--- config.mk ---
export PLATFORM = sky130hd
export DESIGN_NAME = chunked_addsub
export DESIGN_NICKNAME = d
export VERILOG_FILES = /design/src/rtl/addsub_pkg.sv /design/src/rtl/chunk_adder.sv /design/src/rtl/chunked_addsub.sv
export SDC_FILE = /design/constraint.sdc
export NUM_CORES = 1
export LEC_CHECK = 0
export ABC_AREA = 1
export CORE_MARGIN = 8
export CORE_UTILIZATION = 40
export CTS_CLUSTER_DIAMETER = 60
export DETAILED_ROUTE_END_ITERATION = 10
export GPL_TIMING_DRIVEN = 0
export PLACE_DENSITY = 0.6
export SLEW_MARGIN = 10
export SYNTH_ARGS = -nofsm -noshare
export SYNTH_HDL_FRONTEND = slang
export SYNTH_HIERARCHICAL = 1
export SYNTH_SLANG_ARGS = --single-unit
--- constraint.sdc ---
create_clock -name clk -period 3.8 [get_ports clk]
set_clock_uncertainty 0.1 [all_clocks]
set_input_delay 0.38 -clock clk [delete_from_list [all_inputs] [get_ports clk]]
set_output_delay 0.38 -clock clk [all_outputs]
set_load 0.05 [all_outputs]
--- src/rtl/addsub_pkg.sv ---
// Shared FSM state type and operation mode constants for the chunked add/subtract unit.
package addsub_pkg;

  typedef enum logic [1:0] {
    IDLE = 2'd0,
    BUSY = 2'd1,
    DONE = 2'd2
  } state_t;

  localparam logic MODE_ADD = 1'b0;
  localparam logic MODE_SUB = 1'b1;

endpackage

--- src/rtl/chunk_adder.sv ---
// Combinational WIDTH-bit adder with carry in and carry out.
module chunk_adder #(
  parameter int WIDTH = 8
) (
  input  logic [WIDTH-1:0] a,
  input  logic [WIDTH-1:0] b,
  input  logic             cin,
  output logic [WIDTH-1:0] sum,
  output logic             cout
);

  assign {cout, sum} = {1'b0, a} + {1'b0, b} + {{WIDTH{1'b0}}, cin};

endmodule

--- src/rtl/chunked_addsub.sv ---
// Multi-cycle add/subtract: processes CHUNK_WIDTH bits per cycle through one shared chunk_adder.
module chunked_addsub
  import addsub_pkg::*;
#(
  parameter int OPERAND_WIDTH = 32,
  parameter int CHUNK_WIDTH   = 8
) (
  input  logic                     clk,
  input  logic                     rst_n,
  input  logic                     in_valid,
  output logic                     in_ready,
  input  logic [OPERAND_WIDTH-1:0] a,
  input  logic [OPERAND_WIDTH-1:0] b,
  input  logic                     sub,
  output logic                     out_valid,
  input  logic                     out_ready,
  output logic [OPERAND_WIDTH-1:0] res,
  output logic                     carry,
  output logic                     overflow,
  output logic                     zero
);

  localparam int NUM_CHUNKS = OPERAND_WIDTH / CHUNK_WIDTH;
  localparam int CNT_W      = (NUM_CHUNKS > 1) ? $clog2(NUM_CHUNKS) : 1;
  localparam logic [CNT_W-1:0] LAST = CNT_W'(NUM_CHUNKS - 1);

  if (OPERAND_WIDTH % CHUNK_WIDTH != 0) begin : g_bad_width
    $error("chunked_addsub: OPERAND_WIDTH must be a multiple of CHUNK_WIDTH");
  end

  state_t                   state, state_next;
  logic                     accept;
  logic [OPERAND_WIDTH-1:0] a_q, b_q, res_q, res_next;
  logic                     sub_q, cin_q;
  logic [CNT_W-1:0]         cnt;
  logic                     carry_q, ovf_q, zero_q;

  logic [CHUNK_WIDTH-1:0]   op_a, op_b, sum;
  logic                     cout, msb_cin;

  chunk_adder #(.WIDTH(CHUNK_WIDTH)) u_chunk_adder (
    .a    (op_a),
    .b    (op_b),
    .cin  (cin_q),
    .sum  (sum),
    .cout (cout)
  );

  // Carry into the MSB is recovered from the sum bit, avoiding a second adder tap.
  always_comb begin
    op_a     = a_q[cnt*CHUNK_WIDTH +: CHUNK_WIDTH];
    op_b     = b_q[cnt*CHUNK_WIDTH +: CHUNK_WIDTH];
    if (sub_q == MODE_SUB) op_b = ~op_b;
    res_next = res_q;
    res_next[cnt*CHUNK_WIDTH +: CHUNK_WIDTH] = sum;
    msb_cin  = sum[CHUNK_WIDTH-1] ^ op_a[CHUNK_WIDTH-1] ^ op_b[CHUNK_WIDTH-1];
  end

  always_comb begin
    state_next = state;
    in_ready   = 1'b0;
    out_valid  = 1'b0;
    accept     = 1'b0;
    case (state)
      IDLE: begin
        in_ready = 1'b1;
        if (in_valid) begin
          accept     = 1'b1;
          state_next = BUSY;
        end
      end
      BUSY: if (cnt == LAST) state_next = DONE;
      DONE: begin
        out_valid = 1'b1;
        if (out_ready) state_next = IDLE;
      end
      default: state_next = IDLE;
    endcase
  end

  always_ff @(posedge clk or negedge rst_n) begin
    if (!rst_n) state <= IDLE;
    else        state <= state_next;
  end

  always_ff @(posedge clk or negedge rst_n) begin
    if (!rst_n) begin
      a_q     <= '0;
      b_q     <= '0;
      sub_q   <= MODE_ADD;
      cin_q   <= 1'b0;
      cnt     <= '0;
      res_q   <= '0;
      carry_q <= 1'b0;
      ovf_q   <= 1'b0;
      zero_q  <= 1'b0;
    end else if (accept) begin
      a_q   <= a;
      b_q   <= b;
      sub_q <= sub;
      cin_q <= sub;
      cnt   <= '0;
      res_q <= '0;
    end else if (state == BUSY) begin
      res_q <= res_next;
      cin_q <= cout;
      cnt   <= cnt + 1'b1;
      if (cnt == LAST) begin
        carry_q <= cout;
        ovf_q   <= msb_cin ^ cout;
        zero_q  <= (res_next == '0);
      end
    end
  end

  assign res      = res_q;
  assign carry    = carry_q;
  assign overflow = ovf_q;
  assign zero     = zero_q;

endmodule

# Word-level counts from Yosys, hierarchy flattened
# Cells that the tools add are included.
word_totals:
  input_bits: 69
  ff_bits: 105
  elab_cells: 50
  out_inout_bits: 37
op_classes:
  mux: 16
  shifts: 4
  addsub: 4
  n_bitwise: 5
  eq_ne: 6
  n_reduce_logical: 5
op_table:
  columns: ["cell", "n"]
  rows:
  - ["$mux 32", 2]
  - ["$shiftx 32x6->8", 2]
  - ["$neg 5->34", 1]
  - ["$shift 8x34->32 const A", 1]
  - ["$shiftx 8x34->32", 1]
  - ["$bwmux 32", 1]
  - ["$logic_not 32->1", 1]
  - ["$mux 2", 5]
  - ["$add 8x8->9", 1]
  - ["$add 9x1->9", 1]
  - ["$mux 8", 1]
  - ["$not 8->8", 1]
  - ["$mux 1", 6]
  - ["$ne 2x2->1 const B", 3]
  - ["$pmux 2 s3", 1]
  - ["$reduce_and 3->1", 2]
  - ["$eq 2x2->1 const B", 2]
  - ["$xor 1x1->1", 3]
  - ["$add 2x1->2 const B", 1]
  - ["$eq 2x1->1 const B", 1]
  - ["$logic_not 2->1", 1]
  - ["$reduce_bool 2->1", 1]
  - ["$not 1->1", 1]

# Longest topological paths before layout
logic_depth:
  word_depth: 9
  mapped_depth: 23

# Modules after synthesis
# Netlist, hierarchy kept.
modules_own_cells:
  columns: ["mod", "area_each_um2", "cells_each", "instances"]
  rows:
  - ["chunked_addsub", 5258.8, 705, 1]
  - ["chunk_adder", 384.1, 59, 1]

# Least setup slack after synthesis
# OpenSTA, ideal clock, no wires.
synth_path:
  path_kind: "register to register"
  start: "register cnt[0]"
  end: "register zero_q (netlist: zero)"
  t_arrival_ns: 3.039
  setup_time_ns: 0.078
  n_path_buf: 3
  synth_period_minus_slack_ns: 3.217
  path_stages_with_launch: 21
  t_required_ns: 3.622
  slack_ns: 0.583
  path_cell_list: "dfrtp_1 -> buf_4 -> buf_4 -> buf_2 -> o21ai_0 -> o22ai_1 -> fa_1 -> fa_1 -> nand2_1 -> nand2_1 -> nand3b_4 -> nand2_1 -> nand2_1 -> nand2_1 -> nand2_1 -> nor2_1 -> a21oi_1 -> nand3_1 -> nor2_1 -> nand3_1 -> o21bai_1"
synth_rtl:
  columns: ["item", "line", "source"]
  rows:
  - ["start, declared", "chunked_addsub.sv:35", "logic [CNT_W-1:0] cnt;"]
  - ["start signal, assigned", "chunked_addsub.sv:107", "cnt <= cnt + 1'b1;"]
  - ["$shiftx 32x6->8", "chunked_addsub.sv:51", "op_a = a_q[cnt*CHUNK_WIDTH +: CHUNK_WIDTH];"]
  - ["via op_a[0]", "chunked_addsub.sv:38", "logic [CHUNK_WIDTH-1:0] op_a, op_b, sum;"]
  - ["$add 8x8->9", "chunk_adder.sv:12", "assign {cout, sum} = {1'b0, a} + {1'b0, b} + {{WIDTH{1'b0}}, cin};"]
  - ["$add 9x1->9", "chunk_adder.sv:12", null]
  - ["via sum[6]", "chunked_addsub.sv:38", null]
  - ["$shiftx 8x34->32", "chunked_addsub.sv:55", "res_next[cnt*CHUNK_WIDTH +: CHUNK_WIDTH] = sum;"]
  - ["$bwmux 32", "chunked_addsub.sv:55", null]
  - ["$logic_not 32->1", "chunked_addsub.sv:111", "zero_q <= (res_next == '0);"]
  - ["end signal, assigned", "chunked_addsub.sv:111", null]
  - ["end, declared", "chunked_addsub.sv:36", "logic carry_q, ovf_q, zero_q;"]
# The timed path passes the listed nets, and every way through them passes these cells.
# A chain may end at the register's enable or synchronous reset.

# Worst setup path in the final report
# Same ends and word-level chain as after synthesis.

==> impl_metrics.toml <==
[synthesis]
syn_nets = 848
synth.distinct_cells = 30
yosys_warnings = 6
syn_area_per_cell_sq_um = 7.39
synthesis.area_sq_um = 5640
synth_seq_cells = 105
syn_inst = 764
ys_seq_area_share_pct = 46.6

[floorplan]
die_w_um = 135
dieArea_sq_um = 18200
core_sq_um = 13800
ioPinCount = 106
fp.dieH_um = 135
rows = 43
start_util_pct = 40.8

[placed_design]
dp.cells = 1050
dp_hpwl_mm = 13.2
io_buffers = 105
gp_congestion = 0.924

[clocking]
path_clk_slew_ns = 0.07
cts_max_level = 3
cts-buffers-inserted = 9
root_buffer = "clkbuf_16"
clkSinkCount = 105
clkLatencyLatePin_ns = 0.36
clock_path_buffers = 2
cts_tree = "built"

[timing]
finalMaxSlewViolations = 0
setup_viol = 0
finalCriticalPeriod_ns = 3.57
slew_headroom_pct = 64.3
hold_viol = 0
max_freq_ghz = 0.280
worst_pin_slew_ns = 0.536
post-route-period-util_pct = 93.9

[cells_and_area]
fin_cells = 1070
drive_gt1_share_pct = 7.87
syn_to_final_growth_pct = 30.3
final_cell_mix = "337 x nand2_1, 104 x clkdlybuf4s50_1, 103 x dfrtp_1, 61 x nor2_1, 51 x o21ai_0"
diodes = 0
finalNetCount = 969
layout_commonest_cell = "nand2_1"
fill_cells = 1353

[critical_path]
path_class = "reg2reg"
cp.arrival_ns = 3.71
path_max_fanout = 10
cp-end-kind = "flip-flop"
crit_required_ns = 3.94
cp-start-kind = "flip-flop"

[detailed_routing]
wl_per_cell_um = 15.9
vias_per_cell = 4.98
via_count = 5325
drtIter0Drc = 396
first_pass_iters = 5
final_antenna_net_count = 0
drc = 0
wl_mm = 17.0

[worst_hold_path]
hold_class = "in2async"

[global_route]
grt_pass1_vias = 5483
grt.overflow.total = 0
grt_pass1_wl_mm = 28.1
grt_max_degree = 82
grt_usage_pct = 19.4
antenna_found_initial = 0

[outcome]
status = "complete, no violations"

[run]
drv_cap = 0
flip-flops by register name (all words and copies together) (netlist names):
name / cells
a_q: 32
b_q: 32
res: 32
cnt: 2
state: 2
carry: 1
cin_q: 1
overflow: 1
sub_q: 1
zero: 1
path summary, 6_finish.rpt:
path | slack (ns) | endpoint | start | cells after the start
max in group asynchronous | 2.57 | a_q[25] | rst_n | 3
setup reg to reg | 0.23 | zero | cnt[0] | 20
hold / removal | 0.35 | res[9] | rst_n | 2
hold reg to reg | 0.37 | a_q[11] | a_q[11] | 2
setup / recovery | 0.23 | zero | cnt[0] | 20
min in group clk | 0.37 | a_q[11] | a_q[11] | 2
stage by stage:
step / util, % / hold slack [ns] / instance area [sq um] / TNS [ns] / worst slack [ns]
3_5_place_dp: 50.2 / 0.154 / 6950 / -0.0952 / -0.0952
5_1_grt: 53.2 / 0.371 / 7350 / -0.0243 / -0.0243
6_report: 53.2 / 0.349 / 7350 / 0 / 0.233
2_1_floorplan: - / -0.0156 / 5640 / 0 / 0.583
3_3_place_gp: 50.0 / 0.357 / 6920 / -192.24 / -1.84
4_1_cts: 52.7 / 0.345 / 7280 / 0 / 0.0198
routing by layer:
metal	global-route usage, %	vias to the layer above	share of wire, %
met3	3.16	26	4.2
met1	24.2	2513	44
met4	7.92	0	2.5
met2	32.8	141	49
met5	0	-	0
li1	-	2645	-
synthesized netlist by cell type:
cell / n / area [sq um]
xor2_2: 1 / 16.3
clkbuf_2: 1 / 5.00
clkbuf_1: 11 / 41.3
xor2_1: 10 / 87.6
o21ai_0: 55 / 275
buf_2: 17 / 85.1
o31ai_1: 1 / 7.51
nor2_1: 63 / 236
buf_1: 1 / 3.75
xnor2_1: 3 / 26.3
dfrtp_1: 105 / 2630
nor2_4: 1 / 11.3
inv_1: 42 / 158
ha_1: 13 / 163
nand3_2: 2 / 20.0
nand3b_4: 1 / 20.0
o22ai_1: 21 / 131
buf_6: 1 / 11.3
a21oi_1: 4 / 20.0
inv_2: 4 / 15.0
nor2_2: 1 / 6.26
o21bai_1: 1 / 7.51
nand3b_1: 3 / 22.5
fa_1: 2 / 40.0
nand2_1: 338 / 1270
buf_4: 4 / 30.0
nand2_2: 5 / 31.3
nand3_1: 50 / 250
o211ai_1: 1 / 7.51
or2_4: 2 / 17.5
cell families (layout without fill, tap and decap cells):
family | Yosys count | after routing | share of synthesized area (%)
fa+ha+maj | 15 | 15 | 3.59
simple gates | 466 | 466 | 33.4
flops | 105 | 105 | 46.6
buf+inv | 81 | 207 | 6.19
compound gates | 83 | 83 | 7.96
xor+xnor | 14 | 14 | 2.31
critical path: stages (launching register included):
cell	delay, ns
dfrtp_2	0.48
buf_6	0.17
buf_4	0.17
buf_4	0.18
o21ai_2	0.16
o22ai_1	0.13
fa_2	0.42
fa_2	0.36
nand2_1	0.08
nand2_1	0.10
nand2_1	0.09
xnor2_1	0.17
nand2_1	0.17
nor2_2	0.18
nand2_1	0.09
o21ai_2	0.08
nor2_1	0.06
nand2_1	0.07
nor2_2	0.04
nand2_1	0.08
o21bai_1	0.08
layout make-up:
type	count	area [sq um]	area share [%]
Clock buffer	12	246	3.35
Buffer	35	195	2.66
Sequential cell	105	2630	35.8
Multi-Input combinational cell	578	2690	36.6
Clock inverter	4	76.3	1.04
Timing Repair Buffer	110	1110	15.1
Inverter	46	173	2.35
Tap cell	180	225	3.06
repair_timing:
item / CTS / global route
endpoints found under the hold margin: 24 / 0
gates cloned: 0 / 0
resized for setup: 3 / 21
pin swaps: 0 / 2
hold buffers: 1 / 0
buffers inserted: 0 / 3
endpoints found under the setup margin: 1 / 3
Power is not shown: default switching activity piles up to over one toggle a cycle in this logic, so the estimate is an artifact.
